<file path="config.mk">
export PLATFORM = sky130hd
export DESIGN_NAME = shift_add_mult
export DESIGN_NICKNAME = d
export VERILOG_FILES = /design/src/rtl/arith_pkg.sv /design/src/rtl/add.sv /design/src/rtl/shift_add_mult.sv
export SDC_FILE = /design/constraint.sdc
export NUM_CORES = 1
export LEC_CHECK = 0
export CORE_MARGIN = 2
export CORE_UTILIZATION = 46
export CTS_CLUSTER_DIAMETER = 100
export DETAILED_ROUTE_END_ITERATION = 12
export PLACE_DENSITY = 0.75
export SLEW_MARGIN = 20
export SYNTH_ARGS = -nofsm -noshare
export SYNTH_HDL_FRONTEND = slang
export SYNTH_SLANG_ARGS = --single-unit
</file>
<file path="constraint.sdc">
create_clock -name clk -period 1.5 [get_ports clk]
set_input_delay 0.15 -clock clk [delete_from_list [all_inputs] [get_ports clk]]
set_output_delay 0.15 -clock clk [all_outputs]
set_load 0.005 [all_outputs]
</file>
<file path="src/rtl/arith_pkg.sv">
// Shared definitions for the ArithmeticOps blocks: FSM state encoding,
// default operand width and a counter-width helper.
package arith_pkg;

    localparam int ARITH_WIDTH = 4;

    typedef enum logic [1:0] {
        ST_IDLE = 2'd0,
        ST_RUN  = 2'd1,
        ST_DONE = 2'd2
    } state_t;

    // clog2 with a floor of one bit so a counter always has a legal width
    function automatic int cnt_width(input int w);
        int r;
        r = 0;
        for (int i = 0; i < 31; i++) begin
            if ((1 << i) < w) begin
                r = i + 1;
            end
        end
        return (r < 1) ? 1 : r;
    endfunction

endpackage

</file>
<file path="src/rtl/add.sv">
// Existing 4-bit adder slice: sum/carry of a + b + cin.
module add (
    input  logic [3:0] a,
    input  logic [3:0] b,
    input  logic       cin,
    output logic [3:0] sum,
    output logic       cout
);

    assign {cout, sum} = {1'b0, a} + {1'b0, b} + {4'b0000, cin};

endmodule

</file>
<file path="src/rtl/shift_add_mult.sv">
// Sequential unsigned shift-and-add multiplier: one ripple chain of add
// slices per iteration, WIDTH iterations per product, valid/ready both ends.
module shift_add_mult
    import arith_pkg::*;
#(
    parameter int WIDTH = ARITH_WIDTH
) (
    input  logic               clk,
    input  logic               rst_n,
    input  logic               start_valid,
    output logic               start_ready,
    input  logic [WIDTH-1:0]   a,
    input  logic [WIDTH-1:0]   b,
    output logic               busy,
    output logic               result_valid,
    input  logic               result_ready,
    output logic [2*WIDTH-1:0] product
);

    localparam int NIB = WIDTH / 4;
    localparam int CW  = cnt_width(WIDTH);
    localparam logic [CW-1:0] LAST = CW'(WIDTH - 1);

    state_t           state;
    logic [WIDTH-1:0] mcand;
    logic [WIDTH-1:0] hi;
    logic [WIDTH-1:0] lo;
    logic [CW-1:0]    cnt;

    logic [NIB:0]     carry;
    logic [WIDTH-1:0] add_sum;
    logic             c;
    logic [WIDTH-1:0] sum;

    assign carry[0] = 1'b0;

    // Nibble slices ripple their carries from LSB to MSB within one cycle
    for (genvar g = 0; g < NIB; g++) begin : g_chain
        add u_add (
            .a    (hi[4*g +: 4]),
            .b    (mcand[4*g +: 4]),
            .cin  (carry[g]),
            .sum  (add_sum[4*g +: 4]),
            .cout (carry[g+1])
        );
    end

    assign c   = lo[0] ? carry[NIB] : 1'b0;
    assign sum = lo[0] ? add_sum : hi;

    always_ff @(posedge clk) begin
        if (!rst_n) begin
            state   <= ST_IDLE;
            mcand   <= '0;
            hi      <= '0;
            lo      <= '0;
            cnt     <= '0;
            product <= '0;
        end else begin
            case (state)
                ST_IDLE: begin
                    if (start_valid) begin
                        mcand <= a;
                        lo    <= b;
                        hi    <= '0;
                        cnt   <= '0;
                        state <= ST_RUN;
                    end
                end
                ST_RUN: begin
                    // The adder carry lands in the top bit of hi, so nothing is lost
                    {hi, lo} <= {c, sum, lo[WIDTH-1:1]};
                    cnt      <= cnt + 1'b1;
                    if (cnt == LAST) begin
                        product <= {c, sum, lo[WIDTH-1:1]};
                        state   <= ST_DONE;
                    end
                end
                ST_DONE: begin
                    if (result_ready) begin
                        state <= ST_IDLE;
                    end
                end
                default: state <= ST_IDLE;
            endcase
        end
    end

    assign start_ready  = (state == ST_IDLE);
    assign result_valid = (state == ST_DONE);
    assign busy         = (state == ST_RUN) || (state == ST_DONE);

endmodule

</file>
## Word level (Yosys, flattened, before mapping)

Index checks and enable logic that the tools add are counted.

- Register bits: 24
- Word-level logic and storage cells: 33

- Add/subtract/negate cells: 2
- Eq/ne operators: 6
- Multiplexer cells: 12
- Reductions and logical operators: 7

Operator list:

| operator | count |
|---|---|
| 4-bit one-hot mux with 2 select lines | 2 |
| 4-bit two-way mux | 3 |
| 2-bit two-way mux | 4 |
| 2-bit one-hot mux with 3 select lines | 1 |
| 2-bit AND reduction | 3 |
| 4-bit by 4-bit adder with 5-bit output | 1 |
| 2-bit equality test, second input constant | 2 |
| 2-bit inequality test, second input constant | 2 |
| 2-bit one-hot mux with 2 select lines | 1 |
| 3-bit AND reduction | 1 |
| 2-bit by 1-bit adder with 2-bit output, second input constant | 1 |
| 2-bit by 1-bit equality test with 1-bit output, second input constant | 1 |
| 2-bit logical NOT | 1 |
| 2-bit by 1-bit inequality test with 1-bit output, second input constant | 1 |
| 2-bit nonzero test | 1 |
| 1-bit logical OR | 1 |
| 1-bit two-way mux | 1 |

## Logic depth before layout (Yosys ltp)

Gate-level depths: netlist of the first run.

- Word-level depth: 3
- Gate-level depth with buffers: 7

## Hierarchy

A second synthesis of the first run with hierarchy kept.

- Cells, all modules: 150
- Area total of the unflattened synthesis: 1,322.5 µm²

By module, submodules not included:

| module | times used | cells an instance | area each (µm²) |
|---|---|---|---|
| shift_add_mult | 1 | 134 | 1,178.6 |
| add | 1 | 16 | 143.9 |

## Least setup slack after synthesis of the first run

Ideal clock, no wire load.

- Path kind: register -> register
- Start: register state[1]
- End: register product[6]
- Setup time: 0.076 ns
- Data arrival time: 1.402 ns
- Slack: 0.021 ns
- Cell stages (with the launch flop): 7
- Buffers on the path: 1
- Clock period less this slack: 1.479 ns
- Path through: dfxtp_1 inv_1 ha_1 buf_6 nand2_4 or4b_1 a31oi_1

- Longest elaborated chain between the ends: 2

Ends and longest elaborated chain:

| what | RTL line | text |
|---|---|---|
| from (decl) | shift_add_mult.sv:24 | `state_t state;` |
| from (signal assigned) | shift_add_mult.sv:53 | `state <= ST_IDLE;` |
| from (signal assigned) | shift_add_mult.sv:67 | `state <= ST_RUN;` |
| from (signal assigned) | shift_add_mult.sv:76 | `state <= ST_DONE;` |
| 2-bit by 1-bit equality test with 1-bit output | shift_add_mult.sv:60 | `case (state)` |
| 2-bit AND reduction (no line) | - |  |
| to (signal assigned) | shift_add_mult.sv:75 | `product <= {c, sum, lo[WIDTH-1:1]};` |
| to (decl) | shift_add_mult.sv:17 | `output logic [2*WIDTH-1:0] product` |

Every way passes these cells.
A chain may end at the register's enable or synchronous reset.

## Worst setup path after layout of the first run

- Start: register mcand[0]
- End: register hi[0]

- Longest elaborated chain between the ends: 3

Ends and longest elaborated chain:

| what | RTL line | text |
|---|---|---|
| from (decl) | shift_add_mult.sv:25 | `logic [WIDTH-1:0] mcand;` |
| from (signal assigned) | shift_add_mult.sv:54 | `mcand <= '0;` |
| from (signal assigned) | shift_add_mult.sv:63 | `mcand <= a;` |
| 4-bit by 4-bit adder with 5-bit output | add.sv:10 | `assign {cout, sum} = {1'b0, a} + {1'b0, b} + {4'b0000, cin};` |
| 4-bit two-way mux | shift_add_mult.sv:49 | `assign sum = lo[0] ? add_sum : hi;` |
| 4-bit one-hot mux with 2 select lines | shift_add_mult.sv:60 |  |
| to (signal assigned) | shift_add_mult.sv:72 | `{hi, lo} <= {c, sum, lo[WIDTH-1:1]};` |
| to (decl) | shift_add_mult.sv:26 | `logic [WIDTH-1:0] hi;` |

Every way passes these cells.

==> results of run 1 <==
-- area by class of cell --
cell class	instances	area share [%]
Clock buffer	4	2.15
Tap cell	30	2.23
Multi-Input combinational cell	100	44.5
Timing Repair Buffer	40	21.1
Sequential cell	24	28.9
Inverter	5	1.11
-- synthesized netlist by cell type (all sizes together) --
cell type	n	area, sq um
xnor2	1	8.76
nand2b	2	12.5
xor2	1	8.76
a21oi	5	25.0
o211ai	1	7.51
a31oi	1	6.26
o221a	1	11.3
a21o	1	7.51
nand2	19	78.8
a211oi	3	22.5
nor3b	1	7.51
a22oi	3	22.5
inv	4	15.0
mux2i	7	70.1
nor2	12	45.0
and2	2	12.5
fa	1	20.0
mux2	1	11.3
nand4	1	6.26
nor2b	2	12.5
o21ai	5	28.8
clkbuf	2	7.51
clkinv	1	3.75
dfxtp	24	480
o211a	1	10.0
nand3	8	40.0
or4b	1	10.0
o22a	1	8.76
a21boi	8	60.1
o21a	1	7.51
ha	10	125
buf	4	26.3
-- power by group --
group	internal [uW]	total, uW	leakage (uW)	switching (uW)
Clock	149	345	0.0000210	196
Sequential	740	830	0.000198	89.2
Combinational	528	1040	0.000463	509
-- state kept, by name, summed over array words and instances (netlist names) --
name     cells
state        2
product      8
hi           4
cnt          2
mcand        4
lo           4
-- layer usage --
layer  GRT usage (%)  vias to the layer above  part of all wire (%)
met5               0                        -                     0
met4            5.23                        0                  0.90
met3            5.15                        4                   3.6
met2            32.7                       20                    50
met1            25.8                      515                    46
li1                -                      550                     -
-- cell usage in the layout, fill, tap and decap left out, types with 2 or more instances in the layout --
cell,Yosys,routed
nand2b_1,2,2
a21oi_1,5,3
nor2_1,12,12
a22oi_1,3,2
ha_1,10,7
ha_4,0,3
nor2b_1,2,2
dlygate4sd2_1,0,3
inv_1,4,2
nand2_1,18,18
o21ai_1,0,3
clkdlybuf4s50_1,0,19
dfxtp_1,24,18
clkbuf_4,0,3
mux2i_1,7,7
a21oi_2,0,2
buf_4,0,17
inv_2,0,2
a211oi_1,3,2
dfxtp_2,0,6
a21boi_0,8,7
nand3_1,8,8
-- tightest hold or removal path, delay by kind of cell --
family | cells | cell delay [ns]
AO/OA/AOI/OAI | 1 | 0.07
buffers and inverters | 1 | 0.40
AND/OR/NAND/NOR | 1 | 0.06
-- worst paths after layout --
kind                                    to       start  slack (ns)
worst min-delay path              mcand[1]        a[1]        0.38
worst max-delay path                 hi[0]    mcand[0]       -0.03
worst min register to register  product[5]  product[5]        0.47
worst max register to register       hi[0]    mcand[0]       -0.03
-- kinds of logic (layout without fill, tap and decap cells) --
logic type / after synthesis / in the layout / share of synthesized area [%]
buffers and inverters: 11 / 49 / 4.31
adders and majority gates: 11 / 11 / 11.9
and+or+nand+nor: 48 / 48 / 18.5
DFF: 24 / 24 / 39.4
AOI/OAI and AO/OA: 31 / 31 / 17.8
xor gates and xnor gates: 2 / 2 / 1.44
muxes: 8 / 8 / 6.67
-- per-stage QoR --
step / cell area [sq um] / hold slack, ns / setup TNS, ns / worst slack (ns)
final: 1690 / 0.378 / -0.0301 / -0.0301
after global routing: 1690 / 0.391 / -0.216 / -0.0866
after CTS: 1660 / 0.383 / 0 / 0.00634
after detailed placement: 1560 / 0.458 / -0.319 / -0.0785
after global placement: 1560 / 0.453 / -0.0973 / -0.0458
after floorplan: 1220 / 0.306 / 0 / 0.0214
-- what timing repair did --
action	in CTS	in global routing
resized for setup	20	10
buffers inserted	3	0
endpoints found under the setup margin	16	17
cloned	0	0
pin swaps	2	5
==> reports/results.ini, run 1 <==
[layout]
fillCellCount=216
drive_gt1_share_pct=25.4
multi_input_area_sq_um=751
nNetsFinal=197
synthToLayoutAreaGrowth_pct=38.3
diodes=0
layout.area.seq_sq_um=488
fin_cells=203
final_core_util_pct=67.5

[sta]
fmax_mhz=654
fin_skew_ns=0.00471
fin_ws_ns=-0.0301
worstMarginPinSlew_ns=0.353
slew_headroom_pct=76.4
period_needed_ns=1.53
hold_violations=0
rsz0062_at_grt=yes
slew_viol_final=0
fin_crit_sh_pct=102
finalSetupViolCount=1

[clock_tree]
clock-root-buffer=clkbuf_4
ctsHoldBuffers=0
clk_pin_slew_ns=0.13
cts.sinks=24
cts_tree=yes
htreeDepth=1
clock_path_buffers=2
clock_latency_ns=0.32
numCtsBuffers=3

[route]
drtIter0Drc=18
wire_per_inst_um=13.6
drc=0
routed_via_density=5.36
drtAntennaViolNets=0
firstDrtPassIters=4
num_vias=1089
wl_mm=2.76

[worst_setup_path]
start_kind=register
cp_top_family=adder cells
cpMaxStageDelayCell=fa_2
cp_max_fo=2
cp-end-kind=register
reg2reg_depth=5
max_stage_delay_ns=0.42
critical_path_depth=5
crit_arrival_ns=1.75
critical_path.cell_chain=ha_4 > fa_2 > mux2_4 > a22oi_2 > nor2_1
cp.required_ns=1.72
path_buf_inv=0
critical_path_class=reg2reg

[placed_design]
dp_cells=196
port_buffers=22
gp_congestion=0.909
hpwl_mm=2.01

[logic_synthesis]
yosysWarnings=0
ys_seq_area_share_pct=39.4
synthCells=135
syn-cell-area_sq_um=1220
syn_nets=158
syn_area_per_cell_sq_um=9.04
ys_seq_elements=24
synth_cell_types=35

[die]
fp.dieH_um=55.5
die_x_um=55.5
row_count=18
initial_core_util_pct=48.8
pin_count=23
fp.coreArea_sq_um=2500
die-area_sq_um=3080

[status]
outcome=finished with violations
violations=negative setup slack

[global_routing]
grt_max_degree=14
grt.overflow.total=0
grt_pass1_vias=1091
track_usage_pct=19.9
antenna_found_initial=0
grt_pass1_wl_mm=4.91

[power]
power_density_nw_per_um2=1310
ir_drop_mv=0.966
total_power_uw=2210
p_leak_uw=0.000682

[min_path]
whs_path_depth=3
holdCritPathClass=in2reg

[job]
cap_violations=0

No activity file was read; power rests on OpenSTA's default activity.
==> inputs of run 2 (changes only) <==
Settings changed: CORE_UTILIZATION 46 to 54, PLACE_DENSITY 0.75 to 0.9.
Clock period 1.5 ns to 1.85 ns, I/O delays scaled along.
==> reports/results.ini, run 2 (synthesis results as in run 1) <==
[clock_tree]
clock_path_buffers=2  ; unchanged
ctsHoldBuffers=0  ; unchanged
cts.sinks=24  ; unchanged
cts_tree=yes
clock-root-buffer=clkbuf_4
clock_latency_ns=0.32  ; about the same
clk_pin_slew_ns=0.12  ; about the same
htreeDepth=1  ; unchanged
numCtsBuffers=3  ; unchanged

[sta]
fin_crit_sh_pct=95.0
setup_tns_ns=0  ; +0.0301 ns
hold_violations=0  ; unchanged
fmax_mhz=569
fin_skew_ns=0.00181  ; -0.00290 ns
worstMarginPinSlew_ns=0.332  ; -0.0209 ns
slew_headroom_pct=77.8  ; +1.4 points
rsz0062_at_grt=no
period_needed_ns=1.76
finalSetupViolCount=0  ; -1
slew_viol_final=0  ; unchanged

[global_routing]
grt_pass1_vias=1096  ; +0.46%
grt_pass1_wl_mm=4.80  ; -2.2%
antenna_found_initial=0  ; unchanged
track_usage_pct=24.6  ; +4.7 points
grt.overflow.total=0  ; unchanged
grt_max_degree=13  ; -1

[worst_setup_path]
r2r-start=state[1]
cp.required_ns=1.66  ; -0.06 ns
reg2reg_depth=6  ; +1
start_kind=register
cp_max_fo=4  ; +2
crit_arrival_ns=1.57  ; -0.18 ns
cp-end-kind=output port
r2r_slack_ns=0.14  ; +0.17 ns
critical_path_class=reg2out
cp-startpoint=state[1]
worstReg2RegEnd=product[4]

[layout]
nNetsFinal=181  ; -8.1%
largest_reg_flops=8  ; unchanged
final_common_cell=dfxtp_1
synthToLayoutAreaGrowth_pct=23.0
top_register=product
diodes=0  ; unchanged
fin_cells=184  ; -9.4%
final_cell_mix=dfxtp_1 (23), clkdlybuf4s50_1 (22), nand2_1 (18), nor2_1 (12), ha_1 (9)
final_area_sq_um=1500  ; -11%
drive_gt1_share_pct=7.05  ; -18 points

[min_path]
holdPathEnd=mcand[2]
whs_path_depth=3  ; unchanged
holdCritPathClass=in2reg
holdCritStartpoint=a[2]

[power]
pwr-share-clk_pct=13.9  ; -1.7 points
combPwrFrac_pct=45.1  ; -1.8 points
power.internal_uw=1020  ; -28%
power_density_nw_per_um2=1100  ; -16%
total_power_uw=1650  ; -25%
switching_share_pct=38.3  ; +2.3 points
p_sw_uw=632  ; -20%
ir_drop_mv=1.10  ; +14%
seqPwrFrac_pct=41.0  ; +3.5 points
p_leak_uw=0.000586  ; -14%

[route]
dr_wl_met2_mm=1.55  ; +13%
drtAntennaViolNets=0  ; unchanged
drtIter0Drc=21  ; +3
firstDrtPassIters=4  ; unchanged
drt-met1-wl_mm=1.16  ; -8.2%
routed_via_density=5.74  ; +7.1%
met3WireLength_um=153  ; +55%
num_vias=1057  ; -2.9%
wl_mm=2.90  ; +4.8%
drc=0  ; unchanged
wire_per_inst_um=15.7  ; +16%
top_layer=met4

[die]
pin_count=23  ; unchanged
die_x_um=51.5  ; -7.1%
fp.dieH_um=51.5  ; -7.1%
fp.coreArea_sq_um=2170  ; -13%
initial_core_util_pct=56.2  ; +7.4 points
die-area_sq_um=2660  ; -14%
row_count=17  ; -1

[placed_design]
hpwl_mm=2.17  ; +8.0%
gp_congestion=0.932  ; +2.6%
dp_cells=181  ; -7.7%
placed_area_sq_um=1460  ; -6.4%
port_buffers=22  ; unchanged

[status]
outcome=finished clean

[job]
cap_violations=0  ; unchanged

## run 2: cell count changes in the layout (fill, tap and decap cells not counted), sizes merged
cell / before / now
dlygate4sd2: 3 / 0
buf: 18 / 2
clkdlybuf4s50: 19 / 22
clkbuf: 4 / 3
## run 2: worst max path at each step
stage | depth (start not counted) | endpoint
final | 3 | busy
after detailed placement | 6 | lo[2]
after global placement | 6 | hi[1]
after global routing | 3 | busy
after floorplan | 6 | product[6]
after CTS | 3 | busy
## run 2: power by group through the flow
| stage | logic, uW | registers [uW] | clock network [uW] |
|---|---|---|---|
| 2_1_floorplan | 504 | 649 | 0 |
| 3_3_place_gp | 635 | 677 | 0 |
| 3_5_place_dp | 680 | 685 | 0 |
| 4_1_cts | 690 | 673 | 233 |
| 5_1_grt | 817 | 685 | 255 |
| 6_report | 745 | 677 | 230 |
## run 2: what timing repair did
| item | in CTS | in global routing |
|---|---|---|
| setup buffers | 0 | 0 |
| endpoints found under the setup margin | 1 | 2 |
| gates resized for setup | 1 | 3 |
## run 2: worst max-delay path, cell delays in order (launching register included)
cell	delay [ns]
dfxtp_1	0.38
inv_1	0.12
ha_4	0.28
clkdlybuf4s50_1	0.49
## run 2: routing by layer
layer,track usage (%),vias to the layer above
met5,0,-
met4,7.02,0
met3,7.18,6
met2,43.8,29
met1,28.3,510
li1,-,512
## run 2: cell type report
cell class	count	area [sq um]
Tap cell	28	35.0
Multi-Input combinational cell	100	707
Inverter	5	18.8
Timing Repair Buffer	24	235
Sequential cell	24	482
Fill cell	175	669
Clock buffer	3	22.5
## run 2: per-stage QoR
stage               util (%)  setup slack (ns)  hold slack (ns)
CTS                     68.3            0.0381            0.433
global placement        67.1             0.259            0.453
detailed placement      67.1             0.131            0.461
floorplan                  -             0.371            0.341
finish                  69.1            0.0922            0.442
global route            69.1            0.0233            0.444
==> inputs of run 3 (changes only) <==
Settings changed: CORE_ASPECT_RATIO set to 1.75, CORE_UTILIZATION 54 to 30, PLACE_DENSITY 0.9 to 0.59.
==> reports/results.ini, run 3 (synthesis results as in run 1) <==
[status]
outcome=finished clean

[die]
die-area_sq_um=4610  ; +74%
row_count=30  ; +13
pin_count=23  ; unchanged
initial_core_util_pct=31.3  ; -25 points
die_x_um=52.2  ; +1.3%
fp.dieH_um=88.4  ; +71%
fp.coreArea_sq_um=3900  ; +80%

[layout]
fillCellCount=441  ; +150%
synthToLayoutAreaGrowth_pct=27.5
drive_gt1_share_pct=7.01  ; -0.045 points
top_register=product
diodes=0  ; unchanged
multi_input_area_sq_um=689  ; -2.5%
largest_reg_flops=8  ; unchanged
final_area_sq_um=1560  ; +3.7%
final_common_cell=dfxtp_1
final_cell_mix=dfxtp_1 (24), clkdlybuf4s50_1 (22), nand2_1 (18), nor2_1 (12), ha_1 (9)
layout.area.seq_sq_um=480  ; -0.26%
final_core_util_pct=39.8  ; -29 points
nNetsFinal=181  ; unchanged

[route]
wl_mm=2.72  ; -6.1%
drtIter0Drc=14  ; -33%
drc=0  ; unchanged
num_vias=1011  ; -4.4%
firstDrtPassIters=4  ; unchanged
routed_via_density=4.93  ; -14%
drtAntennaViolNets=0  ; unchanged
wire_per_inst_um=13.3  ; -16%

[sta]
period_needed_ns=1.77  ; +0.0129 ns
worstMarginPinSlew_ns=0.354  ; +0.0219 ns
fin_crit_sh_pct=95.7  ; +0.70 points
finalSetupViolCount=0  ; unchanged
hold_violations=0  ; unchanged
slew_headroom_pct=76.4  ; -1.4 points
setup_tns_ns=0  ; unchanged
slew_viol_final=0  ; unchanged
rsz0062_at_grt=yes
fin_skew_ns=0.00347  ; +0.00165 ns
fmax_mhz=565  ; -0.73%

[worst_setup_path]
critical_path.cell_chain=inv_1 > ha_2 > clkdlybuf4s50_1
start_kind=register
cp-end-kind=output port
r2r-start=state[1]
r2r_slack_ns=0.16  ; +0.02 ns
max_stage_delay_ns=0.54  ; +0.05 ns
crit_arrival_ns=1.59  ; +0.02 ns
reg2reg_depth=5  ; -1
cp.required_ns=1.66  ; about the same
cpMaxStageDelayCell=clkdlybuf4s50_1
cp_max_fo=9  ; +5
cp-startpoint=state[1]
critical_path_class=reg2out

[min_path]
holdCritStartpoint=product[0]
holdCritPathClass=reg2reg
whs_path_depth=2  ; -1

[power]
total_power_uw=1810  ; +9.8%
ir_drop_mv=0.689  ; -37%
p_leak_uw=0.000604  ; +3.1%
power_density_nw_per_um2=1170  ; +5.9%

[clock_tree]
clk_pin_slew_ns=0.09  ; -0.03 ns
clock_path_buffers=2  ; unchanged
cts_tree=yes
numCtsBuffers=3  ; unchanged
htreeDepth=1  ; unchanged
clock-root-buffer=clkbuf_8
cts.sinks=24  ; unchanged
clock_latency_ns=0.27  ; -0.05 ns

[global_routing]
antenna_found_initial=0  ; unchanged
grt_pass1_vias=1044  ; -4.7%
grt_max_degree=15  ; +2
track_usage_pct=13.4  ; -11 points
grt_pass1_wl_mm=4.56  ; -4.9%
grt.overflow.total=0  ; unchanged

[job]
cap_violations=0  ; unchanged

[placed_design]
gp_congestion=0.775  ; -17%
hpwl_mm=2.13  ; -2.2%
port_buffers=22  ; unchanged
placed_area_sq_um=1480  ; +1.7%

## run 3: changes by cell type in the layout (fill, tap and decap cells not counted)
| cell | before | now |
|---|---|---|
| bufinv_16 | 0 | 1 |
| ha_4 | 1 | 0 |
| clkbuf_4 | 3 | 0 |
| clkbuf_8 | 0 | 3 |
| dfxtp_2 | 1 | 0 |
| o21ai_2 | 0 | 1 |
| dfxtp_1 | 23 | 24 |
| ha_2 | 0 | 1 |
| o21ai_4 | 1 | 0 |
## run 3: path summary, 6_finish.rpt
| check | endpoint |
|---|---|
| max | start_ready |
| min | product[0] |
| max reg2reg | product[6] |
| min reg2reg | product[0] |
## run 3: final cells by class
class                   count  share of cell area (%)
clock buffers               3                    2.65
multi-input cells         100                    44.3
repair buffers             24                    15.1
inverters                   5                    1.21
clock inverters             1                    1.93
flip-flops and latches     24                    30.9
well taps                  48                    3.86
## run 3: metal layers
| metal | GRT usage (%) | part of all wire (%) | wire, um |
|---|---|---|---|
| met2 | 24.6 | 56 | 1510 |
| met5 | 0 | 0 | 0 |
| met4 | 7.46 | 2.4 | 64 |
| met3 | 1.69 | 1.7 | 47 |
| met1 | 14.2 | 40 | 1100 |
## run 3: what timing repair did
item                                    4_1_cts  5_1_grt
gates resized for setup                       1        0
setup buffers                                 0        0
endpoints found under the setup margin        1        2
pin swaps                                     0        0
hold buffers                                  0        0
## run 3: power breakdown
| part | leakage [uW] | switching, uW | internal (uW) |
|---|---|---|---|
| logic | 0.000373 | 354 | 319 |
| registers | 0.000195 | 78.1 | 594 |
| clock network | 0.0000357 | 178 | 290 |
| total | 0.000604 | 610 | 1200 |
## run 3: per-stage QoR
step	std cells	hold WS (ns)	worst slack, ns
after floorplan	135	0.341	0.371
after global placement	201	0.453	0.202
after detailed placement	201	0.459	0.164
after CTS	205	0.472	0.0797
after global routing	205	0.508	-0.0141
final	205	0.465	0.0793
## run 3: critical path, delay by kind of cell (launching register included)
kind,cells,cell delay (ns)
adder cells (fa/ha/maj),1,0.30
buffers and inverters,2,0.67
flip-flops,1,0.34
